### config.mk
export PLATFORM = sky130hd
export DESIGN_NAME = multicycle_control_fsm
export DESIGN_NICKNAME = d
export VERILOG_FILES = /design/src/rtl/multicycle_control_fsm.sv
export SDC_FILE = /design/constraint.sdc
export NUM_CORES = 1
export LEC_CHECK = 0
export BUFFER_PORTS_ARGS = -buffer_cell sky130_fd_sc_hd__clkbuf_2
export CORE_MARGIN = 2
export CORE_UTILIZATION = 35
export CTS_BUF_LIST = sky130_fd_sc_hd__clkbuf_4 sky130_fd_sc_hd__clkbuf_8
export CTS_CLUSTER_DIAMETER = 40
export DETAILED_ROUTE_END_ITERATION = 8
export PLACE_DENSITY = 0.68
export SLEW_MARGIN = 30
export SYNTH_ARGS = -nofsm -noshare
export SYNTH_HDL_FRONTEND = slang
export SYNTH_SLANG_ARGS = --single-unit
### constraint.sdc
create_clock -name clk -period 7.79 [get_ports clk]
set_clock_uncertainty 0.2 [all_clocks]
set_input_delay 0.3895 -clock clk [delete_from_list [all_inputs] [get_ports clk]]
set_output_delay 0.3895 -clock clk [all_outputs]
set_load 0.05 [all_outputs]
### src/rtl/multicycle_control_fsm.sv
// Multi-cycle RV32I sequencer: FETCH/DECODE/EXECUTE/MEM/WRITEBACK with memory
// handshake, illegal-opcode and memory-timeout traps, and a retired-instruction counter.
module multicycle_control_fsm #(
  parameter int MEM_TIMEOUT  = 255,
  parameter int RETIRE_CNT_W = 32
) (
  input  logic                    clk,
  input  logic                    rst,
  input  logic [6:0]              dec_opcode,
  input  logic [4:0]              dec_rd,
  input  logic                    dec_reg_write,
  input  logic                    dec_mem_read,
  input  logic                    dec_mem_write,
  input  logic                    dec_branch,
  input  logic                    dec_jump,
  input  logic                    branch_taken,
  input  logic                    mem_ready,
  output logic                    mem_req,
  output logic                    mem_we,
  output logic                    mem_addr_sel,
  output logic                    ir_load,
  output logic                    alu_a_sel,
  output logic                    pc_write,
  output logic [1:0]              pc_sel,
  output logic                    rf_we,
  output logic [1:0]              wb_sel,
  output logic                    trap,
  output logic [1:0]              trap_cause,
  output logic                    retire,
  output logic [RETIRE_CNT_W-1:0] retire_count,
  output logic [2:0]              state_dbg
);

  typedef enum logic [2:0] {
    S_FETCH     = 3'd0,
    S_DECODE    = 3'd1,
    S_EXECUTE   = 3'd2,
    S_MEM       = 3'd3,
    S_WRITEBACK = 3'd4,
    S_TRAP      = 3'd5
  } state_t;

  localparam logic [6:0] OP_R      = 7'b0110011;
  localparam logic [6:0] OP_I      = 7'b0010011;
  localparam logic [6:0] OP_LOAD   = 7'b0000011;
  localparam logic [6:0] OP_STORE  = 7'b0100011;
  localparam logic [6:0] OP_BRANCH = 7'b1100011;
  localparam logic [6:0] OP_JAL    = 7'b1101111;
  localparam logic [6:0] OP_JALR   = 7'b1100111;
  localparam logic [6:0] OP_LUI    = 7'b0110111;
  localparam logic [6:0] OP_AUIPC  = 7'b0010111;

  localparam int TO_W = (MEM_TIMEOUT > 1) ? $clog2(MEM_TIMEOUT + 1) : 1;

  state_t                  state, state_next;
  logic [TO_W-1:0]         to_cnt, to_cnt_next;
  logic [1:0]              cause, cause_next;
  logic [RETIRE_CNT_W-1:0] rcnt;

  logic       req, we, addr_sel, irl, a_sel, pcw, rfw, ret;
  logic [1:0] pcs, wbs;
  logic       legal_op, is_auipc, timeout_hit;

  always_comb begin
    case (dec_opcode)
      OP_R, OP_I, OP_LOAD, OP_STORE, OP_BRANCH,
      OP_JAL, OP_JALR, OP_LUI, OP_AUIPC: legal_op = 1'b1;
      default:                           legal_op = 1'b0;
    endcase
  end

  assign is_auipc = (dec_opcode == OP_AUIPC);
  // A wait of MEM_TIMEOUT cycles traps in its last cycle unless ready arrives then.
  assign timeout_hit = (MEM_TIMEOUT != 0) && (to_cnt == TO_W'(MEM_TIMEOUT - 1));

  // NOTE: every signal assigned here gets a default first so no latch is inferred.
  always_comb begin
    state_next = state;
    cause_next = cause;
    req        = 1'b0;
    we         = 1'b0;
    addr_sel   = 1'b0;
    irl        = 1'b0;
    a_sel      = 1'b0;
    pcw        = 1'b0;
    pcs        = 2'b00;
    rfw        = 1'b0;
    wbs        = 2'b00;
    ret        = 1'b0;
    case (state)
      S_FETCH: begin
        req = 1'b1;
        if (mem_ready) begin
          irl        = 1'b1;
          state_next = S_DECODE;
        end else if (timeout_hit) begin
          state_next = S_TRAP;
          cause_next = 2'b10;
        end
      end
      S_DECODE: begin
        if (legal_op) begin
          state_next = S_EXECUTE;
        end else begin
          state_next = S_TRAP;
          cause_next = 2'b01;
        end
      end
      S_EXECUTE: begin
        a_sel = is_auipc;
        if (dec_mem_read || dec_mem_write) begin
          state_next = S_MEM;
        end else if (dec_branch) begin
          pcw        = 1'b1;
          pcs        = branch_taken ? 2'b01 : 2'b00;
          ret        = 1'b1;
          state_next = S_FETCH;
        end else begin
          state_next = S_WRITEBACK;
        end
      end
      S_MEM: begin
        req      = 1'b1;
        addr_sel = 1'b1;
        we       = dec_mem_write;
        if (mem_ready) begin
          if (dec_mem_write) begin
            pcw        = 1'b1;
            ret        = 1'b1;
            state_next = S_FETCH;
          end else begin
            state_next = S_WRITEBACK;
          end
        end else if (timeout_hit) begin
          state_next = S_TRAP;
          cause_next = 2'b10;
        end
      end
      S_WRITEBACK: begin
        rfw   = dec_reg_write && (dec_rd != 5'd0);
        a_sel = is_auipc;
        if (dec_mem_read)               wbs = 2'b01;
        else if (dec_jump)              wbs = 2'b10;
        else if (dec_opcode == OP_LUI)  wbs = 2'b11;
        pcw = 1'b1;
        if (dec_opcode == OP_JAL)       pcs = 2'b01;
        else if (dec_opcode == OP_JALR) pcs = 2'b10;
        ret        = 1'b1;
        state_next = S_FETCH;
      end
      S_TRAP: ;
      default: state_next = S_FETCH;
    endcase
    to_cnt_next = (req && !mem_ready && (state_next == state)) ? to_cnt + 1'b1 : '0;
  end

  // NOTE: sequential state uses non-blocking assignments so all registers update together.
  always_ff @(posedge clk or posedge rst) begin
    if (rst) begin
      state  <= S_FETCH;
      to_cnt <= '0;
      cause  <= 2'b00;
      rcnt   <= '0;
    end else begin
      state  <= state_next;
      to_cnt <= to_cnt_next;
      cause  <= cause_next;
      rcnt   <= rcnt + RETIRE_CNT_W'(ret);
    end
  end

  // Reset forces every output low immediately, including a pending memory request.
  assign mem_req      = req      & ~rst;
  assign mem_we       = we       & ~rst;
  assign mem_addr_sel = addr_sel & ~rst;
  assign ir_load      = irl      & ~rst;
  assign alu_a_sel    = a_sel    & ~rst;
  assign pc_write     = pcw      & ~rst;
  assign pc_sel       = rst ? 2'b00 : pcs;
  assign rf_we        = rfw      & ~rst;
  assign wb_sel       = rst ? 2'b00 : wbs;
  assign retire       = ret      & ~rst;
  assign trap         = (state == S_TRAP) & ~rst;
  assign trap_cause   = rst ? 2'b00 : cause;
  assign retire_count = rst ? '0 : rcnt;
  assign state_dbg    = rst ? 3'd0 : state;

endmodule

# --- Word-level counts from Yosys, hierarchy flattened ---
# Cells that the tools add are included.
totals:
  regBits: 45
  in_bits: 21
  out_inout_bits: 50
  word_cells: 87
op_classes:
  add_sub_neg: 2
  eq_ne: 19
  n_mux: 41
  bitwise: 9
  n_reduce_logical: 12
op_table:
  columns: ["operator", "count"]
  rows:
  - ["$add 32x1->32", 1]
  - ["$mux 32", 1]
  - ["$mux 2", 12]
  - ["$mux 3", 8]
  - ["$eq 7x6->1 const B", 3]
  - ["$eq 7x7->1 const B", 3]
  - ["$mux 1", 15]
  - ["$pmux 3 s5", 1]
  - ["$eq 7x5->1 const B", 2]
  - ["$reduce_or 9->1", 1]
  - ["$add 8x1->8 const B", 1]
  - ["$and 1x1->1", 8]
  - ["$eq 8x8->1 const B", 1]
  - ["$mux 8", 1]
  - ["$pmux 2 s2", 2]
  - ["$eq 7x2->1 const B", 1]
  - ["$eq 3x2->1 const B", 2]
  - ["$eq 3x3->1 const B", 2]
  - ["$reduce_bool 5->1", 1]
  - ["$ne 2x2->1 const B", 2]
  - ["$reduce_and 4->1", 1]
  - ["$reduce_or 2->1", 2]
  - ["$eq 3x1->1 const B", 1]
  - ["$eq 3x3->1", 1]
  - ["other kinds (8)", 10]

# --- Depth between registers and ports, before layout ---
# Gate-level depths: netlist of run 1.
logic_depth:
  word_depth: 8
  ltp_mapped: 11
  ltp_nobuf: 9

# --- Worst setup path after synthesis of run 1 ---
# Ideal clock, no wire load.
synth_path:
  path_type: "input -> output"
  startpoint: "in rst"
  endpoint: "out alu_a_sel"
  arrival_time_ns: 2.990
  required_ns: 7.201
  slack_ns: 4.211
  stages: 4
  path_buffers: 1
  cell_sequence: "clkbuf_1 -> inv_1 -> nand3_1 -> nor3b_1"
synth_between:
  elab_chain_len: 2
synth_rtl:
  columns: ["item", "line", "rtl"]
  rows:
  - ["from (decl)", "8", "input logic rst,"]
  - ["$not 1->1", "177", "assign alu_a_sel = a_sel & ~rst;"]
  - ["$and 1x1->1", "177", null]
  - ["to (decl)", "22", "output logic alu_a_sel,"]
# No other way between the ends.

# --- Final worst setup path of run 1 ---
layout_path:
  startpoint: "in rst"
  endpoint: "out pc_sel[0]"
layout_between:
  elab_chain_len: 1
layout_rtl:
  columns: ["item", "line", "rtl"]
  rows:
  - ["$mux 2", "179", "assign pc_sel = rst ? 2'b00 : pcs;"]
  - ["to (decl)", "24", "output logic [1:0] pc_sel,"]
# No other way between the ends.

==> results by stage, run 1 <==
Placement:
- The number of placed cells counting well taps is 436.
- At the end of routability-driven placement, the weighted congestion stood at 0.838.
- The wire-length estimate of the detail-placed layout is 4190 µm.
- The count of buffers inserted at the top-level ports is 70.
- After detailed placement, the total cell area comes to 0.00304 mm².

Clock network:
- Clock-pin slew was measured on the worst setup and hold paths at 0.08 ns.
- The post-CTS setup buffer count is 0.
- The number of clock sinks is 45.
- After clock tree synthesis, the flow added hold-fix buffers numbering 0.
- The clock latency at the later pin of the worst-skew pair is 0.29 ns.
- The root buffer cell chosen for the clock tree is sky130_fd_sc_hd__clkbuf_8.
- The maximum count of clock buffers along a single path is 2.
- The H-tree was split into 2 levels.
- The total clock buffers created by CTS is 5.
- After clock tree synthesis, the repair step resized 0 gates.
- TritonCTS built the clock tree.

Yosys:
- The cell with the most instances after synthesis is sky130_fd_sc_hd__dfrtp_1.
- The share of the synthesized area in compound gates (AO/OA/AOI/OAI) is 0.0526.
- In the synthesized netlist the dominant register cell turns out to be sky130_fd_sc_hd__dfrtp_1.
- The count of warnings emitted by yosys is 0.
- The synthesized area is 0.00262 mm².
- Ranked by instance count, the synthesized netlist is headed by sky130_fd_sc_hd__dfrtp_1, sky130_fd_sc_hd__nor2b_1, sky130_fd_sc_hd__nor2_1.
- The synthesized design contains 0 enable-type register cells.
- After synthesis, the mean cell area works out to 9.42 µm².
- The async set or reset register ratio after synthesis is 1.00.
- In the post-synthesis netlist, the biggest area contributors are sky130_fd_sc_hd__dfrtp_1, sky130_fd_sc_hd__nor2b_1, sky130_fd_sc_hd__xor2_1.
- The biggest area consumer among synthesized cells is sky130_fd_sc_hd__dfrtp_1.
- The adder-cell area share of the yosys netlist is 0.0191.
- The number of different library cells in the post-synthesis netlist is 38.
- The mux contribution to synthesized area is 0.
- The register bit total from synthesis is 45.
- The net count after synthesis is 303.
- Of the total synthesized cell area, the portion taken by XOR and XNOR cells is 0.127.
- The share of synthesized area in the top cell type comes to 0.430.
- The post-synthesis instance total is 278.
- Of the total synthesized cell area, the portion taken by AND, OR, NAND and NOR gates is 0.339.
- The combinational family with the most area after synthesis is simple AND/OR/NAND/NOR gates.
- The register area share after synthesis is 0.430.

Detailed routing:
- The starting DRC count in detailed routing is 100.
- The via density per instance is 4.82.
- The routed wirelength normalized by instance count is 12.7 µm.
- The first detailed-routing pass ran for 4 iterations.
- The antenna violation net count after detailed routing is 0.
- The number of vias after detailed routing is 2132.
- After detailed routing, the number of remaining DRC violations is 0.
- The total wirelength of the detailed-routed design is 5600 µm.

Power and ir drop:
- The total leakage power is 0.00156 µW.
- The worst IR drop on VDD is 0.0607 mV.
- The total design power is 461 µW.
- Dividing total power by cell area gives a power density of 148 mW/mm².

Finish:
- The fraction of layout cells with a size suffix above 1 is 0.254.
- After the last flow step, the layout net total stands at 369.
- The finished layout cell area is 0.00311 mm².
- The finished layout holds 442 standard cells, fillers aside.
- The number of antenna diodes in the final layout is 0.
- The area growth from synthesis to layout is 18.9%.

STA:
- Setup violations remaining at the end of the flow were counted as 0.
- The smallest clock period supported by the final layout is computed as 3.13 ns.
- The max-slew violation count is 0.
- The number of hold violations in the final report came to 0.
- Setup repair after global routing left no endpoint under its margin.
- Derived from the worst setup path, the maximum achievable clock frequency is 0.319 GHz.
- The portion of the clock cycle consumed by the worst path in the final layout is 0.402.
- The final-layout setup total negative slack is 0 ns.
- The worst pin sits at a relative slew slack of 0.461.
- The transition time of the tightest slew-check pin is 0.808 ns.

Global routing:
- In the global route stage, overall resource usage came out at 0.140.
- The via count of the first global-routing pass came to 2039.
- The global route total overflow is 0.
- The maximum number of pins on one net before global-route repair is 48.
- The number of antenna violations at the first check in global routing came to 0.
- The first-pass GRT wire length is 9470 µm.

Critical path:
- The cell occurring most often along the worst timing path is sky130_fd_sc_hd__clkbuf_2.
- Of all nets on the critical path, the largest fanout is 47.
- By startpoint and endpoint, the worst setup path is classified as in2out.
- The cell with the largest stage delay on the worst path is sky130_fd_sc_hd__clkinv_2.
- The arrival time at the worst endpoint is 2.55 ns.
- STA classifies the critical path endpoint as an output pin.
- The signal on the critical path passes through clkbuf_2, clkinv_2, nand3_1, a21oi_1, clkbuf_2.
- STA puts the critical path data required time at 7.20 ns.
- On the worst path, the slowest cell contributes a delay of 0.86 ns.
- The worst setup path is launched from an input pin.

Floorplanning:
- The starting utilization of the core area is 0.361.
- The core region is 0.00725 mm².
- After floorplanning, the core was divided into 31 placement rows.
- The die outline height is 90.5 µm.
- The chip width is 90.5 µm.
- The area of the die is 0.00819 mm².
- The number of top-level pins is 71.

Hold path:
- In this run the worst hold path is classified as reg2reg.

Outcome:
- The run finished with clean final reports.

Job:
- The tool flagged a number of max-cap violations equal to 0.
sequential cells by signal, indices dropped and copies added (netlist names):
register,flops
cause,2
rcnt,32
state,3
to_cnt,8
worst max-delay path, delay by kind of cell:
kind | cells | cell delay [ns]
AO/OA/AOI/OAI | 1 | 0.09
buffers and inverters | 3 | 1.69
AND/OR/NAND/NOR | 1 | 0.37
layout by cell type (no fill, tap or decap), drive strengths merged:
| cell type | count |
|---|---|
| xnor2 | 14 |
| nor4b | 1 |
| nor4 | 3 |
| nand2 | 17 |
| dfrtp | 45 |
| nand3b | 1 |
| xor2 | 24 |
| nand2b | 1 |
| nor2 | 25 |
| nor3b | 4 |
| and2 | 6 |
| and3 | 8 |
| a22oi | 1 |
| a41oi | 1 |
| o21a | 1 |
| clkinv | 2 |
| nand4 | 10 |
| nor3 | 16 |
| a31oi | 3 |
| ha | 4 |
| o311ai | 1 |
| clkbuf | 75 |
| or2 | 1 |
| a211o | 3 |
| or4 | 1 |
| nand3 | 14 |
| o21ai | 4 |
| nor2b | 35 |
| and4 | 7 |
| a21oi | 8 |
| inv | 7 |
layout make-up:
cell class,count,area [µm²]
timing repair buffer,70,350
fill,751,4140
clock inverter,1,5.00
multi-input combinational,214,1410
tap,99,124
inverter,8,31.3
clock buffer,5,68.8
sequential,45,1130
cell families after synthesis:
kind of cell | count (synthesis)
AND/OR/NAND/NOR | 150
AO/OA/AOI/OAI | 22
XOR/XNOR | 38
adder cells (fa/ha/maj) | 4
flip-flops | 45
buffers and inverters | 19
worst paths after layout:
path	start	to	slack, ns	depth (start not counted)
worst max-delay path	rst	pc_sel[0]	4.66	5
min in group asynchronous	rst	rcnt[30]	0.55	2
worst min-delay path	rcnt[31]	rcnt[31]	0.28	1
max in group asynchronous	rst	to_cnt[6]	6.37	2
worst min register to register	rcnt[31]	rcnt[31]	0.28	1
worst max register to register	state[1]	rcnt[28]	4.75	9
report_power, final:
part	switching (µW)	internal, µW
Combinational	55.5	22.7
Clock	71.2	59.0
Sequential	11.7	241
Total	138	323
routing by layer:
layer  routed length, µm  global-route usage  up-vias  part of all wire
li1                    -                   -     1085                 -
met1                2640               0.181      998              0.47
met2                2660               0.234       43              0.48
met3                 227              0.0317        6             0.041
met4                  65              0.0423        0             0.012
met5                   0                   0        -                 0
stage by stage:
stage           util  worst slack (ns)  hold slack (ns)
5_1_grt        0.429              4.28            0.296
3_5_place_dp   0.419              4.65            0.265
3_3_place_gp   0.419              4.68            0.252
6_report       0.429              4.66            0.276
4_1_cts        0.429              4.63            0.280
2_1_floorplan      -              4.21            0.234
Power figures use the tool's default switching activity.
==> inputs of run 2 (changes only) <==
--- a/config.mk
+++ b/config.mk
@@ -5,13 +5,14 @@
 export SDC_FILE = /design/constraint.sdc
 export NUM_CORES = 1
 export LEC_CHECK = 0
+export ABC_AREA = 1
 export BUFFER_PORTS_ARGS = -buffer_cell sky130_fd_sc_hd__clkbuf_2
 export CORE_MARGIN = 2
 export CORE_UTILIZATION = 35
 export CTS_BUF_LIST = sky130_fd_sc_hd__clkbuf_4 sky130_fd_sc_hd__clkbuf_8
 export CTS_CLUSTER_DIAMETER = 40
 export DETAILED_ROUTE_END_ITERATION = 8
-export PLACE_DENSITY = 0.68
+export PLACE_DENSITY = 0.7
 export SLEW_MARGIN = 30
 export SYNTH_ARGS = -nofsm -noshare
 export SYNTH_HDL_FRONTEND = slang
==> constraint.sdc (replaced) <==
create_clock -name clk -period 2.75 [get_ports clk]
set_clock_uncertainty 0.2 [all_clocks]
set_input_delay 0.1375 -clock clk [delete_from_list [all_inputs] [get_ports clk]]
set_output_delay 0.1375 -clock clk [all_outputs]
set_load 0.05 [all_outputs]
==> results by stage, run 2 <==
Critical path:
- Counting both buffers and inverters, the worst setup path holds a total of 1.
- Data on the critical path arrives at its endpoint at 2.62 ns.
- The category of the critical setup timing path is reg2reg.
- The worst setup path is launched from a flip-flop.
- The endpoint class of the critical path is a flip-flop.
- In this design, the stage delay of the slowest critical-path cell is 0.44 ns.
- Broken down by cell family, the worst path's largest delay share belongs to simple AND/OR/NAND/NOR gates.
- The peak fanout along the critical path is 6.
- The data required time at the worst endpoint is 2.78 ns.
- The cell with the largest stage delay on the worst path is sky130_fd_sc_hd__dfrtp_1.
- Walking the worst path, the cells encountered are inv_4, nand2_1, nor2_2, nand3_1, nand3_2, ha_4, ha_2, nand2_1, nor3_4, nand2_2, nor2_4, nand3_2, nor2_2, xor2_1.

Outcome:
- The flow ran to the end, and the final reports show no timing, DRC or antenna violations.

Power and ir drop:
- The power per standard cell area is 663 mW/mm².
- For this design the static power due to leakage is 0.00185 µW.
- VDD sags by at most 0.259 mV.

Yosys:
- Yosys attributes the largest share of cell area to sky130_fd_sc_hd__dfrtp_1, sky130_fd_sc_hd__xor2_1, sky130_fd_sc_hd__nor2_1.
- The number of synthesized flops with an enable pin is 0.
- The mux contribution to synthesized area is 0.
- The share of synthesized area in the top cell type comes to 0.395.
- The register area share after synthesis is 0.395.
- After synthesis, the most frequently instantiated cells are sky130_fd_sc_hd__nor2_1, sky130_fd_sc_hd__nand2_1, sky130_fd_sc_hd__inv_1.
- Summing every instance area after synthesis gives 0.00285 mm².
- The share of the synthesized area in compound gates (AO/OA/AOI/OAI) was 0.0263.
- The net count after synthesis is 410.
- The fraction of the mapped netlist area in simple logic gates is 0.370.
- Summed over all instances, the cell type with the most area after synthesis is sky130_fd_sc_hd__dfrtp_1.
- The register bit total from synthesis is 45.
- Yosys mapped the design onto 31 distinct sky130hd cell types.
- The share of the synthesized netlist area taken by xor and xnor gates is 0.104.
- The most instantiated flip-flop cell in the synthesis netlist is sky130_fd_sc_hd__dfrtp_1.
- The async set or reset register ratio after synthesis is 1.00.
- By area, the combinational part of the netlist is dominated by simple AND/OR/NAND/NOR gates.
- The adder-cell area share of the yosys netlist is 0.0176.
- The post-synthesis instance total is 385.
- After synthesis, the mean cell area works out to 7.40 µm².
- Among all cell types in the netlist, the one instantiated most often is sky130_fd_sc_hd__nor2_1.
- During synthesis, Yosys emitted a total of 0 warnings.

Finish:
- The register with the most flip-flops in the layout has 32 of them.
- In the final layout, the share of cells above drive strength 1 is 0.275.
- In the layout the commonest cells are sky130_fd_sc_hd__clkbuf_2, sky130_fd_sc_hd__nor2_1, sky130_fd_sc_hd__nand2_1, sky130_fd_sc_hd__inv_1, sky130_fd_sc_hd__dfrtp_1.
- The finished cells cover 0.00355 mm².
- After the last flow step, the layout net total stands at 490.
- The finished layout holds 568 standard cells, fillers aside.
- The largest registers in the layout are rcnt (32), to_cnt (8), state (3).
- The most flop-heavy register is rcnt.
- Leaving out fill and tap cells, the most frequent cell in the layout is sky130_fd_sc_hd__clkbuf_2.
- From synthesis to final layout, the design area changed by 24.7%.
- The utilization after layout is 0.455.
- The final-layout fill cell count is 820.
- 0 antenna diodes ended up in the layout.

Global routing:
- The via count of the first global-routing pass came to 2551.
- Entering global routing, the biggest net connects 46 pins.
- The number of antenna violations at the first check in global routing was 0.
- The first-pass GRT wire length is 11900 µm.
- Across every metal layer, demand over resource in global routing totals 0.169.
- Summed over all layers, the global routing overflow is 0.

Floorplanning:
- The floorplan step defined a core boundary enclosing 0.00781 mm².
- The initial utilization of the core area, before any placement, comes to 0.365.
- The number of top-level pins is 71.
- The area of the die is 0.00888 mm².
- The chip width is 94.2 µm.
- The die outline height is 94.2 µm.
- The total number of placement rows is 32.

Detailed routing:
- The number of vias after detailed routing is 2655.
- The antenna violation net count after detailed routing is 0.
- The first-pass iteration count of the detailed router is 4.
- The detailed-route DRC error count is 0.
- The via density per instance is 4.67.
- Dividing the detail-routed wire length by the instance count gives 12.4 µm.
- The starting DRC count in detailed routing is 118.
- The total wirelength of the detailed-routed design is 7050 µm.

Clock network:
- CTS built an H-tree with a depth of 2.
- After clock tree synthesis, the clock-pin slew on the worst setup and hold paths is 0.10 ns.
- TritonCTS created 5 clock buffers.
- The maximum count of clock buffers along a single path is 2.
- Clock tree synthesis found a total of 45 sinks.
- The cell sitting at the root of the clock tree is a sky130_fd_sc_hd__clkbuf_8.
- The clock tree from TritonCTS is yes.
- In this run, post-CTS hold repair placed 0 buffers.
- The clock latency at the later pin of the worst-skew pair is 0.31 ns.

STA:
- The number of hold violations in the final report is 0.
- The final count of negative-setup-slack endpoints is 0.
- The portion of the clock cycle consumed by the worst path in the final layout is 0.943.
- The transition time of the tightest slew-check pin is 0.578 ns.
- The final-layout setup total negative slack is 0 ns.
- Headroom to the max-slew limit came out at 0.615.
- Based on the critical path, the design can be clocked at up to 0.386 GHz.
- The max-slew violation count is 0.
- Counting I/O delays and the setup requirement, the final critical path takes 2.59 ns.

Hold path:
- The worst hold path belongs to the class in2reg.

Placement:
- The count of buffers inserted at the top-level ports is 70.
- The number of placed cells counting well taps is 557.
- In this run the cell area measured after placement is 0.00335 mm².
- The placer's final routability congestion estimate is 0.934.
- Detailed placement finished with a half-perimeter wire length of 5560 µm.

Job:
- The number of violations of the max-capacitance limit is 0.
==> run 2: cell types whose count changed after synthesis, sizes merged, moves of 6 or more <==
cell,before,now
nor2,25,83
nand2,17,74
inv,8,59
nor2b,35,0
xnor2,14,2
nand3,14,23
nor3,16,24
xor2,24,32
and4,7,0
and2,6,0
and3,8,2
==> run 2: worst paths after layout <==
| check | start | to | slack [ns] | cells after the start |
|---|---|---|---|---|
| max in group asynchronous | rst | state[1] | 1.86 | 3 |
| hold reg to reg | cause[0] | cause[0] | 0.29 | 2 |
| hold / removal | mem_ready | state[0] | 0.01 | 3 |
| min in group asynchronous | rst | cause[0] | 0.04 | 3 |
| setup / recovery | state[2] | rcnt[22] | 0.16 | 14 |
| setup reg to reg | state[2] | rcnt[22] | 0.16 | 14 |
==> run 2: cells by family after synthesis <==
kind of cell / Yosys count
and+or+nand+nor: 223
buffers and inverters: 65
DFF: 45
xor gates and xnor gates: 34
AOI/OAI and AO/OA: 14
adders and majority gates: 4
==> run 2: timing repair <==
action                                  in CTS  in global routing
endpoints found under the setup margin       0                  6
gates resized for setup                      0                 11
setup buffers                                0                  3
==> run 2: final cells by class <==
class                           count  area (µm²)  share of cell area
Clock inverter                      3        68.8              0.0194
Sequential cell                    45        1130               0.317
Multi-Input combinational cell    275        1520               0.427
Tap cell                          102         128              0.0359
Timing Repair Buffer               79         418               0.118
Clock buffer                        5        68.8              0.0194
Inverter                           59         224              0.0630
==> run 2: worst register-to-register path, cell delays in order, from the launching register on <==
cell                      delay, ns
sky130_fd_sc_hd__dfrtp_1       0.44
sky130_fd_sc_hd__inv_4         0.12
sky130_fd_sc_hd__nand2_1       0.08
sky130_fd_sc_hd__nor2_2        0.11
sky130_fd_sc_hd__nand3_1       0.12
sky130_fd_sc_hd__nand3_2       0.12
sky130_fd_sc_hd__ha_4          0.15
sky130_fd_sc_hd__ha_2          0.19
sky130_fd_sc_hd__nand2_1       0.12
sky130_fd_sc_hd__nor3_4        0.28
sky130_fd_sc_hd__nand2_2       0.13
sky130_fd_sc_hd__nor2_4        0.11
sky130_fd_sc_hd__nand3_2       0.09
sky130_fd_sc_hd__nor2_2        0.10
sky130_fd_sc_hd__xor2_1        0.15
==> run 2: layer usage <==
metal  wire length, µm  part of all wire  global-route usage  vias to the layer above
li1                  -                 -                   -                     1362
met2              3350              0.47               0.288                       73
met1              3260              0.46               0.224                     1215
met3               377             0.053              0.0281                        5
met5                 0                 0                   0                        -
met4                67            0.0095              0.0423                        0
==> run 2: stage by stage <==
stage / setup slack (ns) / power (µW) / hold slack (ns)
floorplan: 0.00743 / 1490 / 0.147
global placement: 0.193 / 1700 / 0.256
detailed placement: 0.0770 / 1700 / 0.271
CTS: 0.0460 / 2310 / 0.0163
global route: -0.0342 / 2510 / 0.0375
finish: 0.157 / 2360 / 0.0132
==> run 2: power by group <==
| part | switching, µW | leakage, µW | internal [µW] | total, µW |
|---|---|---|---|---|
| registers | 87.0 | 0.000538 | 746 | 832 |
| clock network | 244 | 0.0000687 | 366 | 610 |
| logic | 654 | 0.00124 | 260 | 914 |
==> inputs of run 3 (changes only) <==
--- a/config.mk
+++ b/config.mk
@@ -5,7 +5,6 @@
 export SDC_FILE = /design/constraint.sdc
 export NUM_CORES = 1
 export LEC_CHECK = 0
-export ABC_AREA = 1
 export BUFFER_PORTS_ARGS = -buffer_cell sky130_fd_sc_hd__clkbuf_2
 export CORE_MARGIN = 2
 export CORE_UTILIZATION = 35
==> results by stage, run 3 (same netlist as run 1, synthesis figures left out) <==
Outcome:
- The flow ran to the end, and the final reports show no timing, DRC or antenna violations.

Global routing:
- The maximum number of pins on one net before global-route repair is 40.
- Summed over all layers, the global routing overflow is 0.
- The via count of the first global-routing pass was 2160.
- The first-pass GRT wire length is 10000 µm.
- The total routing usage reported by global routing is 0.148.
- The number of antenna violations at the first check in global routing was 0.

Floorplanning:
- The total number of placement rows is 31.
- The chip width is 90.5 µm.
- The starting utilization of the core area is 0.361.
- After floorplanning, the core was sized to cover 0.00725 mm².
- During I/O placement, the number of pins put on the boundary was 71.
- The floorplan step set the die height to 90.5 µm.
- The die covers 0.00819 mm².

Finish:
- The most common cell after layout, fill and taps aside is sky130_fd_sc_hd__clkbuf_2.
- The number of flip-flops under the largest register name is 32.
- The final net count is 381.
- The area occupied by registers is 0.00113 mm².
- The utilization after layout is 0.457.
- The library cells used most frequently in the layout, excluding fill and tap cells, are sky130_fd_sc_hd__clkbuf_2, sky130_fd_sc_hd__dfrtp_1, sky130_fd_sc_hd__nor2b_1, sky130_fd_sc_hd__nor2_1, sky130_fd_sc_hd__xor2_1.
- The area of the multi-input gates is 0.00149 mm².
- The fraction of layout cells with a size suffix above 1 is 0.305.
- rcnt holds more flip-flops than any other register.
- 0 antenna diodes ended up in the layout.
- In the final layout, the registers with the most flip-flops are rcnt (32), to_cnt (8), state (3).
- The area growth from synthesis to final layout is 26.7%.
- Counting the fill cells in the layout gives 704.

Power and ir drop:
- For this design the total switching power over the nets is 440 µW.
- The part of the power in registers is 0.494.
- Power spread over the standard cell area amounts to 433 mW/mm².
- The internal power of the cells totals 997 µW.
- The proportion of power drawn by the clock network is 0.323.
- The worst IR drop on VDD is 0.195 mV.
- The power share of the combinational group is 0.183.
- The switching portion of total power is 0.306.
- The total leakage power is 0.00168 µW.

Detailed routing:
- The routed wirelength normalized by instance count is 13.1 µm.
- The starting DRC count in detailed routing is 90.
- Before antenna repair, the detailed router went through 4 iterations.
- Dividing the detail-routed via count by the number of cells gives 4.91.
- The antenna violation net count after detailed routing is 0.
- The routed layout has 2238 vias.
- In the routed design, unresolved DRC markers number 0.
- The total wirelength of the detailed-routed design is 5980 µm.

Critical path:
- In this run the worst path has a maximum fanout of 10.
- The endpoint class of the critical path is a flip-flop.
- STA classifies the critical path startpoint as a flip-flop.
- Data arrives at the worst endpoint at 2.73 ns.
- At the worst endpoint, the required time is 2.78 ns.
- The critical path is of the reg2reg type.

STA:
- Of the available clock period, the critical path in the final layout requires 0.980.
- The transition time of the tightest slew-check pin is 0.591 ns.
- The number of hold violations in the final report came to 0.
- Setup violations remaining at the end of the flow were counted as 0.
- The final critical-path required period is 2.70 ns.
- The headroom to the max-slew limit is 0.603.
- The max-slew violation count came to 0.
- The upper clock frequency limit is 0.371 GHz.
- The worst path meets setup with 0.0546 ns of slack.
- Setup repair after global routing could not meet its margin everywhere.

Hold path:
- The class of the tightest hold or removal check is in2reg.

Clock network:
- TritonCTS built the clock tree.
- The number of levels in the clock H-tree is 2.
- The clock input transition at the sequential cells of the worst setup and hold paths is 0.09 ns.
- The maximum count of clock buffers along a single path is 2.
- The tree built by TritonCTS fans out to 45 sinks.
- The total clock buffers created by CTS is 5.
- The later pin in the worst-skew pair is clocked with a latency of 0.30 ns.
- The cell at the root of the clock tree is sky130_fd_sc_hd__clkbuf_8.

Job:
- The number of violations of the max-capacitance limit is 0.

Placement:
- The congestion estimate from routability-driven global placement came to 0.875.
- Once detailed placement completed, the half-perimeter wirelength came to 4400 µm.
- The count of buffers added on input and output ports is 70.
- Prior to clock tree synthesis, the placed netlist has a worst setup slack of 0.0592 ns.
## run 3: changes by cell type in the layout (fill, tap and decap cells not counted), sizes merged, moves of 7 or more
cell	previous run	this run
nand2	74	17
and4	0	7
nor3	24	16
nor2	83	25
nor2b	0	35
nand3	23	14
xnor2	2	14
xor2	32	24
inv	59	9
## run 3: final timing paths
path / startpoint / slack, ns / endpoint / cells past startpoint
worst min register to register: rcnt[31] / 0.27 / rcnt[31] / 1
worst max register to register: state[0] / 0.05 / rcnt[22] / 10
worst min-delay path: mem_ready / 0.08 / state[1] / 4
min in group asynchronous: rst / 0.41 / state[1] / 3
worst max-delay path: state[0] / 0.05 / rcnt[22] / 10
max in group asynchronous: rst / 1.21 / to_cnt[2] / 4
## run 3: layer usage
metal  share of wire  global-route usage  vias to the layer above
li1                -                   -                     1101
met1            0.46               0.178                     1077
met2            0.49               0.264                       52
met3           0.042              0.0301                        8
met4           0.013              0.0462                        0
met5               0                   0                        -
## run 3: power groups by stage
stage / Sequential [µW] / Clock (µW) / Combinational [µW]
6_report: 709 / 465 / 263
5_1_grt: 711 / 499 / 287
4_1_cts: 703 / 473 / 259
3_5_place_dp: 716 / 0 / 258
3_3_place_gp: 714 / 0 / 253
2_1_floorplan: 711 / 0 / 179
## run 3: layout make-up
class / instances / share of cell area
Clock buffer: 7 / 0.0290
Clock inverter: 1 / 0.00264
Inverter: 8 / 0.00905
Multi-Input combinational cell: 214 / 0.448
Sequential cell: 45 / 0.339
Tap cell: 99 / 0.0373
Timing Repair Buffer: 82 / 0.135
## run 3: through the flow
step	power (µW)	cell area (µm²)	setup TNS (ns)	hold WS [ns]	instances
floorplan	890	2640	-0.00385	0.151	278
global placement	967	3120	0	0.172	444
detailed placement	973	3120	0	0.185	444
CTS	1430	3230	0	0.0675	453
global route	1500	3320	-0.0524	0.0970	456
finish	1440	3320	0	0.0797	456
## run 3: critical path, stage by stage, from the launching register on
cell and delay, ns:
sky130_fd_sc_hd__dfrtp_1 0.38, sky130_fd_sc_hd__buf_4 0.18, sky130_fd_sc_hd__nand2_1 0.09, sky130_fd_sc_hd__nor3_1 0.19
sky130_fd_sc_hd__a211o_1 0.17, sky130_fd_sc_hd__ha_2 0.22, sky130_fd_sc_hd__ha_4 0.15, sky130_fd_sc_hd__nand3_4 0.07
sky130_fd_sc_hd__or4_4 0.64, sky130_fd_sc_hd__nor4_4 0.18, sky130_fd_sc_hd__xor2_1 0.16
## run 3: repair_timing
action                                  in CTS  in global routing
hold endpoints to repair                     6                  0
buffers inserted                             0                  3
endpoints found under the setup margin       0                 11
resized for setup                            0                 11
hold buffers                                 1                  0
